===== src/rtl/bus_master_arbiter.sv =====
// Round-robin arbiter sharing one simple_bus master port between NUM_MASTERS requesters.
// Optional per-master grant counters and stall counter are enabled with `define BUS_ARB_STATS_EN.
module bus_master_arbiter #(
   parameter int XLEN        = 32,
   parameter int NUM_MASTERS = 2,
   parameter int DATA_W      = 64
) (
   input  logic                          clk,
   input  logic                          reset_n,
   input  logic [NUM_MASTERS-1:0]        m_req_valid,
   input  logic [NUM_MASTERS*XLEN-1:0]   m_req_addr,
   input  logic [NUM_MASTERS*DATA_W-1:0] m_req_wdata,
   input  logic [NUM_MASTERS-1:0]        m_req_we,
   input  logic [NUM_MASTERS*3-1:0]      m_req_size,
   output logic [NUM_MASTERS-1:0]        m_req_ready,
   output logic [DATA_W-1:0]             m_req_rdata,
   output logic                          s_req_valid,
   output logic [XLEN-1:0]               s_req_addr,
   output logic [DATA_W-1:0]             s_req_wdata,
   output logic                          s_req_we,
   output logic [2:0]                    s_req_size,
   input  logic                          s_req_ready,
   input  logic [DATA_W-1:0]             s_req_rdata,
   output logic [NUM_MASTERS-1:0]        grant,
   output logic                          busy
`ifdef BUS_ARB_STATS_EN
   ,
   output logic [NUM_MASTERS*32-1:0]     grant_count,
   output logic [31:0]                   stall_cycles
`endif
);

   localparam int PW = (NUM_MASTERS > 1) ? $clog2(NUM_MASTERS) : 1;

   typedef enum logic {IDLE, LOCKED} state_t;

   state_t                 state_q, state_d;
   logic [NUM_MASTERS-1:0] owner_q, owner_d;
   logic [PW-1:0]          prio_q, prio_d;

   logic                   win_vld;
   logic [PW-1:0]          win_idx;
   logic [NUM_MASTERS-1:0] win_oh;
   logic [PW-1:0]          own_idx;
   logic [PW-1:0]          sel_idx;
   logic                   active;

   function automatic logic [PW-1:0] next_ptr(input logic [PW-1:0] p);
      return (p == PW'(NUM_MASTERS - 1)) ? '0 : p + 1'b1;
   endfunction

   // Scan from the highest index offset down so the master closest to prio_q wins last.
   always_comb begin : arb_scan
      logic [PW-1:0] idx;
      win_vld = 1'b0;
      win_idx = '0;
      idx     = '0;
      for (int k = NUM_MASTERS - 1; k >= 0; k--) begin
         idx = PW'((int'(prio_q) + k) % NUM_MASTERS);
         if (m_req_valid[idx]) begin
            win_vld = 1'b1;
            win_idx = idx;
         end
      end
      win_oh = '0;
      if (win_vld) win_oh[win_idx] = 1'b1;
   end

   always_comb begin : owner_enc
      own_idx = '0;
      for (int i = 0; i < NUM_MASTERS; i++) begin
         if (owner_q[i]) own_idx = PW'(i);
      end
   end

   always_ff @(posedge clk or negedge reset_n) begin : state_reg
      if (!reset_n) begin
         state_q <= IDLE;
         owner_q <= '0;
         prio_q  <= '0;
      end else begin
         state_q <= state_d;
         owner_q <= owner_d;
         prio_q  <= prio_d;
      end
   end

   always_comb begin : next_state
      state_d = state_q;
      owner_d = owner_q;
      prio_d  = prio_q;
      case (state_q)
         IDLE: begin
            if (win_vld) begin
               if (s_req_ready) begin
                  prio_d = next_ptr(win_idx);
               end else begin
                  owner_d = win_oh;
                  state_d = LOCKED;
               end
            end
         end
         LOCKED: begin
            // An owner dropping valid aborts the transfer without moving priority.
            if (!m_req_valid[own_idx]) begin
               owner_d = '0;
               state_d = IDLE;
            end else if (s_req_ready) begin
               prio_d  = next_ptr(own_idx);
               owner_d = '0;
               state_d = IDLE;
            end
         end
         default: begin
            owner_d = '0;
            state_d = IDLE;
         end
      endcase
   end

   always_comb begin : outputs
      active  = 1'b0;
      sel_idx = win_idx;
      grant   = '0;
      busy    = 1'b0;
      case (state_q)
         IDLE: begin
            active = win_vld;
            grant  = win_oh;
         end
         LOCKED: begin
            busy    = 1'b1;
            grant   = owner_q;
            sel_idx = own_idx;
            active  = m_req_valid[own_idx];
         end
         default: ;
      endcase

      s_req_valid = active;
      s_req_addr  = '0;
      s_req_wdata = '0;
      s_req_we    = 1'b0;
      s_req_size  = '0;
      for (int i = 0; i < NUM_MASTERS; i++) begin
         if (active && (sel_idx == PW'(i))) begin
            s_req_addr  = m_req_addr[i*XLEN +: XLEN];
            s_req_wdata = m_req_wdata[i*DATA_W +: DATA_W];
            s_req_we    = m_req_we[i];
            s_req_size  = m_req_size[i*3 +: 3];
         end
      end

      // Completion is suppressed while reset is held so an interrupted transfer never reports done.
      m_req_ready = grant & {NUM_MASTERS{active & s_req_ready & reset_n}};
      m_req_rdata = s_req_rdata;
   end

`ifdef BUS_ARB_STATS_EN
   logic [31:0] grant_cnt_q [NUM_MASTERS];
   logic [31:0] stall_q;

   function automatic logic [31:0] sat_inc(input logic [31:0] v);
      return (v == 32'hFFFF_FFFF) ? v : v + 32'd1;
   endfunction

   always_ff @(posedge clk or negedge reset_n) begin : stats_reg
      if (!reset_n) begin
         for (int i = 0; i < NUM_MASTERS; i++) grant_cnt_q[i] <= '0;
         stall_q <= '0;
      end else begin
         for (int i = 0; i < NUM_MASTERS; i++) begin
            if (m_req_ready[i]) grant_cnt_q[i] <= sat_inc(grant_cnt_q[i]);
         end
         if (|(m_req_valid & ~grant)) stall_q <= sat_inc(stall_q);
      end
   end

   always_comb begin : stats_out
      for (int i = 0; i < NUM_MASTERS; i++) grant_count[i*32 +: 32] = grant_cnt_q[i];
      stall_cycles = stall_q;
   end
`endif

endmodule


===== config.mk =====
export PLATFORM = sky130hd
export DESIGN_NAME = bus_master_arbiter
export DESIGN_NICKNAME = d
export VERILOG_FILES = /design/src/rtl/bus_master_arbiter.sv
export SDC_FILE = /design/constraint.sdc
export NUM_CORES = 1
export LEC_CHECK = 0
export CELL_PAD_IN_SITES_DETAIL_PLACEMENT = 0
export CELL_PAD_IN_SITES_GLOBAL_PLACEMENT = 1
export CORE_AREA = 2 2 170 172
export DETAILED_ROUTE_END_ITERATION = 10
export DIE_AREA = 0 0 172 174
export PLACE_DENSITY = 0.67
export SYNTH_ARGS = -nofsm -noshare
export SYNTH_HDL_FRONTEND = slang
export SYNTH_SLANG_ARGS = --single-unit

===== constraint.sdc =====
create_clock -name clk -period 2.25 [get_ports clk]
set_clock_uncertainty 0.05 [all_clocks]
set_input_delay 0.45 -clock clk [delete_from_list [all_inputs] [get_ports clk]]
set_output_delay 0.45 -clock clk [all_outputs]
set_load 0.01 [all_outputs]

# After elaboration in Yosys (flattened, before gate mapping)

Cells that the tools add are included.

Bits in registers: 4
Bits in latches: 0
Memory bits (writable): 0
Bits in read-only memories: 0
Bits of input ports: 269
Output and inout bits: 170
Logic and storage cells: 69
Memories: 0

Add/subtract/negate cells: 3
Multipliers: 0
Divide/modulo/power cells: 0
Magnitude comparators: 5
Eq/ne operators: 6
Shift operators: 0
Muxes and demuxes: 42
Bitwise gates (word level): 5
Reduce and logical (&&, ||, !) cells: 5

Operator list:

| operator                                                              | number |
|---|---|
| 64-bit two-way mux                                                    | 2 |
| 32-bit two-way mux                                                    | 2 |
| 1-bit two-way mux                                                     | 25 |
| 2-bit two-way mux                                                     | 5 |
| 1-bit by 2-bit < comparator with 1-bit output (second input constant) | 4 |
| 2-bit != test (second input constant)                                 | 4 |
| 2-bit case mux with 2 select lines                                    | 2 |
| 3-bit two-way mux                                                     | 2 |
| 1-bit case mux with 2 select lines                                    | 3 |
| 4-bit AND reduction                                                   | 1 |
| 1-bit adder (second input constant)                                   | 3 |
| 1-bit logical AND                                                     | 3 |
| 3-bit != test (second input constant)                                 | 1 |
| 3-bit AND reduction                                                   | 1 |
| 1-bit AND                                                             | 2 |
| 2-bit AND                                                             | 1 |
| 2-bit by 1-bit != test with 1-bit output (second input constant)      | 1 |
| 1-bit inverter                                                        | 2 |
| 1-bit demux with 1-bit select                                         | 1 |
| 1-bit greater-or-equal comparator (second input constant)             | 1 |

# Depth between registers and ports, before layout

Gate-level depths: netlist of the first run.

Depth in word-level cells: 13
Gate-level depth with buffers: 6
Mapped depth without buffers: 3

# Worst setup path before layout of the first run

OpenSTA, ideal clock, no wires.

Path kind: reg-to-output
From: register state_q
To: output port m_req_ready[0]
Arrival: 1448 ps
Required time: 1750 ps
Slack: 302 ps
Stages on the path, launching flop included: 4
Path buffers: 1
Cells stage by stage: dfrtp_1 -> buf_2 -> nand3b_1 -> a2111oi_0

Cells in the longest elaborated chain, start to end: 5
Elaborated cells between the ends (all ways): 6
Classes of those cells: mux (2); bitwise (4)

Ends and longest elaborated chain:

| what                               | line | text |
|---|---|---|
| start, declared                    | 37   | `state_t state_q, state_d;` |
| start signal, assigned             | 82   | `state_q <= state_d;` |
| 1-bit inverter                     | 126  | `case (state_q)` |
| 1-bit case mux with 2 select lines | 126  |  |
| 1-bit AND (2 in series)            | 155  | `m_req_ready = grant & {NUM_MASTERS{active & s_req_ready & reset_n}};` |
| 2-bit AND *                        | 155  |  |
| end, declared                      | 15   | `output logic [NUM_MASTERS-1:0] m_req_ready,` |

Mark *: on every way between the ends. The rest lies on a longest branch, timed or not.

# Worst setup path after layout of the first run

From: register state_q
To: output port s_req_wdata[46]

Cells in the longest elaborated chain, start to end: 5
Elaborated cells between the ends (all ways): 8
Classes of those cells: mux (4); bitwise (2); reduce/logical (2)

Ends and longest elaborated chain:

| what                                                                 | line     | text |
|---|---|---|
| 1-bit inverter or 1-bit two-way mux (tied branches)                  | 126      |  |
| 1-bit case mux with 2 select lines or 1-bit inverter (tied branches) | 126, 146 |  |
| 1-bit logical AND                                                    | 146      | `if (active && (sel_idx == PW'(i))) begin` |
| 64-bit two-way mux                                                   | 146      |  |
| 64-bit two-way mux *                                                 | 146      |  |
| end, declared                                                        | 19       | `output logic [DATA_W-1:0] s_req_wdata,` |

Marked as above.

==> reports/metrics.yaml, run 1 <==
area_growth_pct: 192
routedLengthMet1_mm: 7.81
top_layer: "met5"
synthDistinctLibCells: 27
grt_pass1_vias: 2996
drive_gt1_share_pct: 35.7
synth.most_common_cell: "a22o_1"
holdCritPathClass: "input port to asynchronous set/reset pin"
synth_nets: 493
stdcell_count: 882
crit_start: "state_q$_DFF_PN0_"
drv_slew: 0
p_per_area_mw_per_mm2: 455
n_antenna_cell: 0
drc: 0
cp_data_arrival_time_ns: 1.83
rows: 62
core_area_sq_mm: 0.0282
syn_inst: 224
hold_viol_final: 0
grt_first_pass_wirelength_mm: 20.9
yosysTopAreaCell: "a22o_1"
dp_slack_ns: -0.812
crit_path_top_delay_cell: "dfrtp_2"
timing.final.ws_setup_ns: -0.0815
crit_buf_inv: 5
synthDominantCellAreaShare_pct: 47.9
synth_area_per_cell_sq_um: 8.16
cap_viol_max_count: 0
ys_seq_elements: 4
power_mw: 2.43
vias: 3046
endpoint_kind: "primary output"
violations: "setup timing"
status: "complete, but fails checks"
grt.total_usage_pct: 9.64
vdd_drop_max_uv: 196
fin_util_pct: 18.9
critical_path_class: "flop to primary output"
worst_skew_pair.late_latency_ns: 0.23
routed_wl_mm: 18.2
fmax_ghz: 0.429
routedWlPerCell_um: 20.6
path_clk_slew_ns: 0.03
cp_cell_sequence: "buf_6, o211a_4, buf_8, buf_12, buf_6, a22o_1, buf_2"
hold_ws_ns: 0.483
cp_top_family: "buffers and inverters"
grt-ovfl-total: 0
root_buffer: "clkbuf_16"
worst_setup_path_start_kind: "flop"
synth-async-reset-ratio_pct: 100
die_w_um: 172
setup_viol: 28
yosysWarnings: 0
cts_inserted_buffers: 3
initial_core_util_pct: 6.47
boundaryPins: 439
reg2reg_depth: 5
tightest_slew_ns: 0.267
htreeDepth: 1
critPathMaxStageDelay_ns: 0.43
nNetsFinal: 769
dpl.hpwl_mm: 12.8
cp_common_cell: "buf_6"
crit_cells: 7
p_leak_nw: 2.29
netlist_area_sq_mm: 0.00183
crit_required_ns: 1.75
wl_met3_mm: 1.83
cts_buffer_depth: 2
netlist_top_cells_area: "a22o_1 48%, buf_4 26%, buf_6 6.2%"
rsz0062_at_grt: "yes"
ys.flop_type: "dfrtp_1"
drtPass1Iterations: 4
r2r-start: "state_q$_DFF_PN0_"
fin_crit_sh_pct: 104
slew_headroom_pct: 82.2
post_drt_via_cell_ratio: 3.45
period_minus_slack_ns: 2.33
crit_fanout: 10
met2_length_mm: 8.20
place.gp.congestion: 0.767
yosysSeqAreaShare_pct: 5.48
dp.cells: 852
drt_iter0_drc: 146
drtAntennaViolNets: 0
grt_max_degree: 43
dieArea_sq_mm: 0.0299
antenna_found_initial: 1
ys_top_cells_by_count: "100 x a22o_1, 64 x buf_4, 12 x buf_2"
die_h_um: 174
cts_num_sinks: 4
cts_tree: "done"
port_buffers: 310
synth_edf_count: 0
[cell type report]
cell class	count	area (sq um)
tap	384	480
multi-input combinational	130	1210
timing repair buffer	359	3460
inverter	2	7.51
fill	3182	22900
sequential	4	101
clock buffer	3	75.1
[power breakdown]
group	internal, mW	switching (mW)	leakage (nW)
clock network	0.227	0.0539	0.0370
registers	0.0881	0.0173	0.0487
logic	1.17	0.870	2.21
[per-layer routing]
layer / up-vias / track usage [%]
li1: 1369 / -
met1: 1430 / 12.4
met2: 211 / 16.0
met3: 34 / 2.55
met4: 2 / 2.24
met5: - / 0
[worst reg2reg max path: cells and delay by family (launching register included)]
| kind | cells | cell delay [ns] |
|---|---|---|
| flip-flops | 1 | 0.40 |
| buffers and inverters | 3 | 0.38 |
| AO/OA/AOI/OAI | 1 | 0.25 |
| AND/OR/NAND/NOR | 1 | 0.07 |
[final timing paths]
check / endpoint / slack [ns]
setup / recovery: s_req_wdata[46] / -0.08
hold / removal: owner_q[0]$_DFFE_PN0P_ / 0.48
setup reg to reg: owner_q[0]$_DFFE_PN0P_ / 1.00
hold reg to reg: owner_q[0]$_DFFE_PN0P_ / 0.62
max in group asynchronous: state_q$_DFF_PN0_ / 1.54
min in group clk: owner_q[1]$_DFFE_PN0P_ / 0.57
[through the flow]
step,TNS (ns),instance area [sq um]
after floorplan,0,1830
after global placement,-71.09,4990
after detailed placement,-70.41,4990
after CTS,-7.01,4880
after global routing,-3.45,5340
final,-1.44,5340
[cell usage in the layout (no fill, tap or decap), types with 2 or more instances in the layout]
cell	netlist	layout
a22o_4	0	14
buf_6	10	25
nor2_1	4	4
clkbuf_16	0	13
clkdlybuf4s50_1	0	203
nand3_1	2	2
buf_12	0	8
buf_4	64	22
nand2_1	5	4
clkbuf_2	0	25
nor2b_1	2	2
dlygate4sd2_1	0	2
nand2b_1	2	2
a22o_1	100	86
dfrtp_1	4	3
buf_2	12	58
buf_16	0	4
[cells by family (layout without fill, tap and decap cells)]
kind of cell           after synthesis  after routing  share of synthesized area, %
buffers and inverters               90            364                          36.6
AO/OA/AOI/OAI                      111            111                          52.6
flip-flops                           4              4                          5.48
multiplexers                         1              1                         0.548
AND/OR/NAND/NOR                     18             18                          4.79
[sequential cells by signal, summed over array words and instances, names as in the netlist]
signal	count
owner_q	2
prio_q	1
state_q	1
[repair_timing]
action | CTS | global route
hold buffers | 0 | 0
resized for setup | 334 | 116
cloned | 2 | 16
endpoints found under the setup margin | 105 | 97
buffers inserted | 3 | 6
pin swaps | 8 | 43
(Power assumes the default switching activity.)
==> inputs of run 2 (changes only) <==
--- a/config.mk
+++ b/config.mk
@@ -8,9 +8,11 @@
 export CELL_PAD_IN_SITES_DETAIL_PLACEMENT = 0
 export CELL_PAD_IN_SITES_GLOBAL_PLACEMENT = 1
 export CORE_AREA = 2 2 170 172
+export CTS_CLUSTER_DIAMETER = 50
 export DETAILED_ROUTE_END_ITERATION = 10
 export DIE_AREA = 0 0 172 174
 export PLACE_DENSITY = 0.67
 export SYNTH_ARGS = -nofsm -noshare
 export SYNTH_HDL_FRONTEND = slang
 export SYNTH_SLANG_ARGS = --single-unit
+export TNS_END_PERCENT = 10
==> reports/metrics.yaml, run 2 (synthesized netlist as in run 1, its figures left out) <==
nNetsFinal: 756
ctsHoldBuffers: 0
path_clk_slew_ns: 0.03
cts_inserted_buffers: 3
grt_pass1_vias: 2999
setup_viol: 12
die_w_um: 172
crit_required_ns: 1.75
timing.final.ws_setup_ns: -0.0304
core_area_sq_mm: 0.0282
power_mw: 2.18
cts_tree: "done"
fin_crit_sh_pct: 101
violations: "setup timing"
vdd_drop_max_uv: 200
dieArea_sq_mm: 0.0299
slew_headroom_pct: 82.2
swShare_pct: 40.1
routedWlPerCell_um: 20.0
fmax_ghz: 0.439
holdCritPathClass: "input port to asynchronous set/reset pin"
p_seq_share_pct: 5.0
drtPass1Iterations: 4
grt-ovfl-total: 0
status: "complete, but fails checks"
port_buffers: 310
grt_max_degree: 43
cap_viol_max_count: 0
routed_wl_mm: 17.4
period_minus_slack_ns: 2.28
boundaryPins: 439
drtAntennaViolNets: 0
p_sw_uw: 875
cp_data_arrival_time_ns: 1.78
dpl-instance-area_sq_mm: 0.00499
hold_viol_final: 0
place.gp.congestion: 0.767
most-common-layout-cells: "203 x clkdlybuf4s50_1, 96 x a22o_1, 89 x buf_2, 23 x buf_4, 9 x clkbuf_16"
area_growth_pct: 169
endpoint_kind: "primary output"
p_int_mw: 1.31
critical_path_class: "flop to primary output"
grt_first_pass_wirelength_mm: 21.0
p_per_area_mw_per_mm2: 443
root_buffer: "clkbuf_16"
dpl.hpwl_mm: 12.8
top_regs: "owner_q: 2 flops, prio_q: 1 flops, state_q: 1 flops"
rsz0062_at_grt: "yes"
grt.total_usage_pct: 9.68
cts_num_sinks: 4
clkPwrFrac_pct: 12.9
n_antenna_cell: 0
htreeDepth: 1
rows: 62
crit_fanout: 15
die_h_um: 174
drt_iter0_drc: 89
layout_commonest_cell: "clkdlybuf4s50_1"
drv_slew: 0
p_leak_nw: 2.12
worst_setup_path_start_kind: "flop"
drc: 0
postLayoutCellArea_sq_mm: 0.00493
tightest_slew_ns: 0.266
antenna_found_initial: 1
worst_skew_pair.late_latency_ns: 0.23
num-fill-cells: 3231
combPwrFrac_pct: 82.1
cts_buffer_depth: 2
post_drt_via_cell_ratio: 3.45
initial_core_util_pct: 6.47
fin_util_pct: 17.4
drive_gt1_share_pct: 32.4
vias: 2996
largest_reg_flops: 2
tns_ns: -0.180
top_register: "owner_q"
run 2: changes by cell type in the layout (fill, tap and decap cells not counted), sizes merged:
cell / change
clkbuf: -21
buf: +8
o211a: +1
clkdlybuf4s15: -1
run 2: worst paths after layout:
| path | from | to | slack, ns | depth (start not counted) |
|---|---|---|---|---|
| min in group clk | m_req_valid[0] | owner_q[1]$_DFFE_PN0P_ | 0.57 | 4 |
| max in group asynchronous | reset_n | prio_q$_DFFE_PN0P_ | 1.53 | 2 |
| min reg2reg | owner_q[0]$_DFFE_PN0P_ | owner_q[0]$_DFFE_PN0P_ | 0.62 | 3 |
| min | reset_n | owner_q[0]$_DFFE_PN0P_ | 0.49 | 2 |
| max reg2reg | state_q$_DFF_PN0_ | owner_q[0]$_DFFE_PN0P_ | 0.99 | 5 |
| max | prio_q$_DFFE_PN0P_ | s_req_wdata[12] | -0.03 | 5 |
run 2: layout make-up:
cell class | instances | area (sq um) | share of cell area [%]
clock buffers | 3 | 75.1 | 1.52
inverters | 2 | 7.51 | 0.152
multi-input cells | 131 | 1140 | 23.2
flip-flops and latches | 4 | 103 | 2.08
well taps | 384 | 480 | 9.75
repair buffers | 345 | 3120 | 63.3
run 2: repair_timing:
action,CTS,global route
buffers inserted,3,2
setup endpoints to repair,105,91
pin swaps,16,8
gates cloned,2,7
gates resized for setup,371,57
run 2: critical path: stages (launching register included):
cell and delay [ns]:
dfrtp_2 0.43, o311a_4 0.40, buf_12 0.15, buf_16 0.16, a22o_1 0.23, buf_2 0.16
run 2: routing by layer:
metal	GRT usage, %	wire length, um
met5	0	18
met4	2.24	311
met3	2.55	1560
met2	16.2	7930
met1	12.4	7560
run 2: power by group through the flow:
stage	clock, mW	combinational, mW	sequential [mW]
floorplan	0	0.788	0.103
global placement	0	1.84	0.104
detailed placement	0	1.82	0.104
CTS	0.285	1.71	0.104
global route	0.291	1.90	0.112
finish	0.281	1.79	0.110
run 2: stage by stage:
stage	setup slack (ns)	hold WS, ns	instances
finish	-0.0304	0.490	869
global route	-0.0663	0.527	869
CTS	-0.192	0.490	860
detailed placement	-0.812	0.627	852
global placement	-0.807	0.613	852
floorplan	0.302	0.104	224
==> inputs of run 3 (changes only) <==
--- a/config.mk
+++ b/config.mk
@@ -8,9 +8,10 @@
 export CELL_PAD_IN_SITES_DETAIL_PLACEMENT = 0
 export CELL_PAD_IN_SITES_GLOBAL_PLACEMENT = 1
 export CORE_AREA = 2 2 170 172
-export CTS_CLUSTER_DIAMETER = 50
+export CTS_CLUSTER_DIAMETER = 30
 export DETAILED_ROUTE_END_ITERATION = 10
 export DIE_AREA = 0 0 172 174
+export HOLD_SLACK_MARGIN = 0.02
 export PLACE_DENSITY = 0.67
 export SYNTH_ARGS = -nofsm -noshare
 export SYNTH_HDL_FRONTEND = slang
==> results of run 3 <==
No change in the layout: final DEF, timing and power equal those of run 2.
